$ cat config.mk
export PLATFORM = sky130hd
export DESIGN_NAME = serial_audio_encoder
export DESIGN_NICKNAME = d
export VERILOG_FILES = /design/src/rtl/serial_audio_encoder.sv
export SDC_FILE = /design/constraint.sdc
export NUM_CORES = 1
export LEC_CHECK = 0
export CAP_MARGIN = 20
export CORE_ASPECT_RATIO = 1.2
export CORE_MARGIN = 2
export CORE_UTILIZATION = 53
export DETAILED_ROUTE_END_ITERATION = 7
export PLACE_DENSITY_LB_ADDON = 0.1
export SLEW_MARGIN = 25
export SYNTH_ARGS = -nofsm -noshare
export SYNTH_HDL_FRONTEND = slang
export SYNTH_SLANG_ARGS = --single-unit
$ cat constraint.sdc
create_clock -name clk128 -period 2.8 [get_ports clk128]
set_clock_uncertainty 0.1 [all_clocks]
set_input_delay 0.56 -clock clk128 [delete_from_list [all_inputs] [get_ports clk128]]
set_output_delay 0.56 -clock clk128 [all_outputs]
set_load 0.02 [all_outputs]
$ cat src/rtl/serial_audio_encoder.sv
// Parallel-to-serial audio transmitter: 24-bit PCM in over valid/ready, sclk/lrclk/sdout out
// in Left Justified or I2S framing, all derived from a single x128 fs master clock.
module serial_audio_encoder #(
  parameter int unsigned width = 24
) (
  input  logic             clk128,
  input  logic             reset,
  input  logic             is_i2s,
  input  logic             lrclk_polarity,
  input  logic             i_valid,
  output logic             i_ready,
  input  logic             i_is_left,
  input  logic [width-1:0] i_audio,
  output logic             sclk,
  output logic             lrclk,
  output logic             sdout,
  output logic             underrun
);

  localparam int unsigned CntW = 7;
  localparam int unsigned BitW = 5;
  localparam logic [CntW-1:0] LoadL = CntW'(127);
  localparam logic [CntW-1:0] LoadR = CntW'(63);

  logic [CntW-1:0]  cnt_q, cnt_d;
  logic             fmt_q, fmt_d;
  logic             pol_q, pol_d;
  logic             primed_q, primed_d;
  logic [width-1:0] hold_l_q, hold_l_d;
  logic [width-1:0] hold_r_q, hold_r_d;
  logic [width-1:0] shift_l_q, shift_l_d;
  logic [width-1:0] shift_r_q, shift_r_d;
  logic             full_l_q, full_l_d;
  logic             full_r_q, full_r_d;
  logic             sclk_q, sclk_d;
  logic             lrclk_q, lrclk_d;
  logic             sdout_q, sdout_d;
  logic             underrun_q, underrun_d;

  logic             load_l, load_r;
  logic             acc_l, acc_r;
  logic [BitW-1:0]  bit_d;
  logic [width-1:0] active_d;
  logic [width-1:0] shifted_d;

  // Readiness depends only on the selected channel's holding flag, never on i_valid
  assign i_ready = ~reset & ~(i_is_left ? full_l_q : full_r_q);
  assign acc_l   = i_valid & i_ready & i_is_left;
  assign acc_r   = i_valid & i_ready & ~i_is_left;
  assign load_l  = (cnt_q == LoadL);
  assign load_r  = (cnt_q == LoadR);

  // Counter, mode capture, holding and slot registers
  always_comb begin : next_state
    cnt_d     = cnt_q + CntW'(1);
    fmt_d     = fmt_q;
    pol_d     = pol_q;
    primed_d  = primed_q | load_l;
    hold_l_d  = hold_l_q;
    hold_r_d  = hold_r_q;
    shift_l_d = shift_l_q;
    shift_r_d = shift_r_q;
    full_l_d  = full_l_q;
    full_r_d  = full_r_q;

    if (load_l) begin
      fmt_d     = is_i2s;
      pol_d     = lrclk_polarity;
      shift_l_d = full_l_q ? hold_l_q : '0;
      full_l_d  = 1'b0;
    end
    if (load_r) begin
      shift_r_d = full_r_q ? hold_r_q : '0;
      full_r_d  = 1'b0;
    end
    // A same-cycle accept lands after the load, so the new sample waits for the next frame
    if (acc_l) begin
      hold_l_d = i_audio;
      full_l_d = 1'b1;
    end
    if (acc_r) begin
      hold_r_d = i_audio;
      full_r_d = 1'b1;
    end
  end

  // Serial outputs are computed from next-cycle state so the registers line up with cnt
  always_comb begin : next_outputs
    bit_d      = cnt_d[5:1];
    active_d   = cnt_d[6] ? shift_r_d : shift_l_d;
    shifted_d  = active_d << (fmt_d ? (bit_d - BitW'(1)) : bit_d);
    sclk_d     = cnt_d[0];
    lrclk_d    = cnt_d[6] ^ pol_d;
    sdout_d    = (fmt_d && (bit_d == '0)) ? 1'b0 : shifted_d[width-1];
    underrun_d = primed_d & (((cnt_d == LoadR) & ~full_r_d) |
                             ((cnt_d == LoadL) & ~full_l_d));
  end

  always_ff @(posedge clk128) begin
    if (reset) begin
      cnt_q      <= '0;
      fmt_q      <= 1'b0;
      pol_q      <= 1'b0;
      primed_q   <= 1'b0;
      hold_l_q   <= '0;
      hold_r_q   <= '0;
      shift_l_q  <= '0;
      shift_r_q  <= '0;
      full_l_q   <= 1'b0;
      full_r_q   <= 1'b0;
      sclk_q     <= 1'b0;
      lrclk_q    <= 1'b0;
      sdout_q    <= 1'b0;
      underrun_q <= 1'b0;
    end else begin
      cnt_q      <= cnt_d;
      fmt_q      <= fmt_d;
      pol_q      <= pol_d;
      primed_q   <= primed_d;
      hold_l_q   <= hold_l_d;
      hold_r_q   <= hold_r_d;
      shift_l_q  <= shift_l_d;
      shift_r_q  <= shift_r_d;
      full_l_q   <= full_l_d;
      full_r_q   <= full_r_d;
      sclk_q     <= sclk_d;
      lrclk_q    <= lrclk_d;
      sdout_q    <= sdout_d;
      underrun_q <= underrun_d;
    end
  end

  assign sclk     = sclk_q;
  assign lrclk    = lrclk_q;
  assign sdout    = sdout_q;
  assign underrun = underrun_q;

endmodule

==> results.md <==
* Die area at 10400 µm²
* Critical path endpoint category: flip-flop
* Core area at 9420 µm²
* Arr. time, crit path at 2.81 ns
* Post-Place Worst Slack at 0.0409 ns
* Layout cells sized above 1 at 9.72%
* Die Height at 111 µm
* Yosys top cell by area: dfxtp_1
* Antenna-violating nets left at 0
* CTS Buf Count at 9
* Syn nets at 683
* Max clock buf depth at 2
* Final wirelength at 13600 µm
* Mapped cell area at 5100 µm²
* Final setup margin at 0.115 ns
* Yosys warns at 0
* Seq cells post-synth at 111
* Number of nets in the layout at 707
* Final max-slew violation count at 0
* H-tree depth at 3
* Grt total ovfl at 0
* Syn Area/Cell at 7.84 µm²
* Root Buffer: clkbuf_16
* Diode count at 0
* RD Place Congestion at 0.918
* Syn Inst Count at 650
* Leak at 0.00211 µW
* Status: complete, no violations
* Drt pass-1 iters at 5
* Pwr Density at 528 nW/µm²
* Total track usage at 26.9%
* I/O Pins at 35
* WS Path Type: reg2reg
* Pin count of the biggest net entering global routing at 111
* Max cap viols at 0
* Netlist cell types at 56
* Worst VDD drop at 410 µV
* Crit path time final at 2.68 ns
* DRC viols at 0
* EDFF count, synth at 0
* Fraction of the cycle the final worst path needs at 95.9%
* DR iter-0 viols at 302
* Crit path launch type: flip-flop
* Most instantiated library cell after synthesis: nand2_1
* # hold bufs at CTS at 0
* Row cnt at 39
* CTS Sinks at 111
* Final setup viols at 0
* Synth top cells by count: nand2_1, a21oi_1, dfxtp_1, nand3_1, clkbuf_1
* TritonCTS clock tree: yes
* Crit-path max FO at 9
* Post-route cell area at 5990 µm²
* IO buf count at 34
* Vias in the first global route at 4589
* First-pass GRT wire length at 22500 µm
* Total number of vias at 4814
* Initial antenna violation count at 0
* Layout area overhead at 17.6%
* Worst skew pair latency at 0.34 ns
* HPWL Detailed at 8950 µm
* Min Hold Slack at 0.353 ns
* Share of the synthesized area in the top cell type at 43.6%
* Ranking of synthesized cells by area: dfxtp_1, nand2_1, a21oi_1
* Via density at 6.00
* Hold Crit Class: reg2reg
* Detailed-route wire length per cell at 16.9 µm
* Die W at 93.5 µm
* Worst slew margin at 45.9%
* Area post-placement at 5680 µm²
* RSZ-0062 raised after global routing: true
* Slew @ Worst Pin at 0.811 ns
* Fmax achieved at 372 MHz
* Req. time, crit path at 2.92 ns
* Initial Utilization at 54.1%
* Seq/Total Area, Yosys at 43.6%
* Top FF cell, synth: dfxtp_1
* Fin. Hold Viols at 0
* Worst-path clk slew at 0.07 ns
* Ys async rst share at 0%
==> cells in the final DEF, fill, tap and decap left out, drive strengths merged, types with 4 or more instances in the layout <==
cell,n
xnor2,4
a311oi,8
nor2,29
dfxtp,111
a211oi,7
buf,32
and3,22
mux4,5
nor3,4
nand2b,4
o21ai,9
a21oi,111
nand3,46
mux2i,14
o211ai,5
and2,4
inv,6
nor2b,5
clkdlybuf4s50,32
clkbuf,14
a31oi,5
nand2,165
==> power by group <==
part / leakage, µW / switching, µW / internal (µW) / total, µW
registers: 0.000898 / 24.0 / 1610 / 1630
logic: 0.00109 / 173 / 140 / 313
clock network: 0.000129 / 563 / 655 / 1220
==> sequential cells by signal, summed over array words and instances (netlist names) <==
name and flops:
pol_q 1, shift_r_q 24, lrclk 1, hold_r_q 24, underrun 1, hold_l_q 24
fmt_q 1, sdout 1, full_l_q 1, cnt_q 7, full_r_q 1, shift_l_q 24
primed_q 1
==> layer usage <==
| metal | GRT usage, % | wire length [µm] | vias up |
|---|---|---|---|
| met5 | 0 | 0 | - |
| met2 | 43.9 | 6680 | 136 |
| met1 | 36.8 | 6020 | 2362 |
| met3 | 4.13 | 607 | 22 |
| li1 | - | - | 2294 |
| met4 | 8.53 | 270 | 0 |
==> cell families (layout without fill, tap and decap cells) <==
| group | Yosys count | count (layout) | share of synthesized area [%] |
|---|---|---|---|
| simple gates | 290 | 290 | 25.7 |
| buf+inv | 58 | 87 | 4.81 |
| compound gates | 161 | 161 | 18.7 |
| flops | 111 | 111 | 43.6 |
| fa+ha+maj | 3 | 3 | 0.737 |
| xor+xnor | 7 | 7 | 1.20 |
| mux | 20 | 20 | 5.25 |
==> area by class of cell <==
cell class / count / area, µm²
flip-flops and latches: 111 / 2220
multi-input cells: 481 / 2660
well taps: 123 / 154
fillers: 841 / 3430
clock inverters: 2 / 15.0
clock buffers: 14 / 264
inverters: 6 / 22.5
repair buffers: 65 / 652
==> final timing paths <==
check	startpoint	end	slack, ns	cells past startpoint
max	cnt_q[0]$_SDFF_PP0_	sdout$_SDFF_PP0_	0.12	10
min	hold_l_q[13]$_SDFFE_PP0P_	hold_l_q[13]$_SDFFE_PP0P_	0.35	2
min reg2reg	hold_l_q[13]$_SDFFE_PP0P_	hold_l_q[13]$_SDFFE_PP0P_	0.35	2
max reg2reg	cnt_q[0]$_SDFF_PP0_	sdout$_SDFF_PP0_	0.12	10
==> what timing repair did <==
action,4_1_cts,5_1_grt
resized for setup,0,7
setup buffers,0,0
endpoints found under the setup margin,0,2
==> critical path: stages (launching register included) <==
cell and delay (ns):
dfxtp_1 0.40, ha_2 0.26, nand4_2 0.15, buf_4 0.22
o21ai_1 0.28, nand2_4 0.17, mux2i_1 0.16, mux4_2 0.44
nand2b_1 0.15, o2111ai_1 0.13, o211ai_2 0.11
==> through the flow <==
step           TNS (ns)  std cells  power (µW)  utilization (%)
2_1_floorplan         0        650        1840                -
3_3_place_gp          0        786        1970             60.3
3_5_place_dp          0        786        1970             60.3
4_1_cts               0        802        3170             63.2
5_1_grt         -0.0364        802        3270             63.6
6_report              0        802        3160             63.6
No activity file was read; power rests on OpenSTA's default activity.
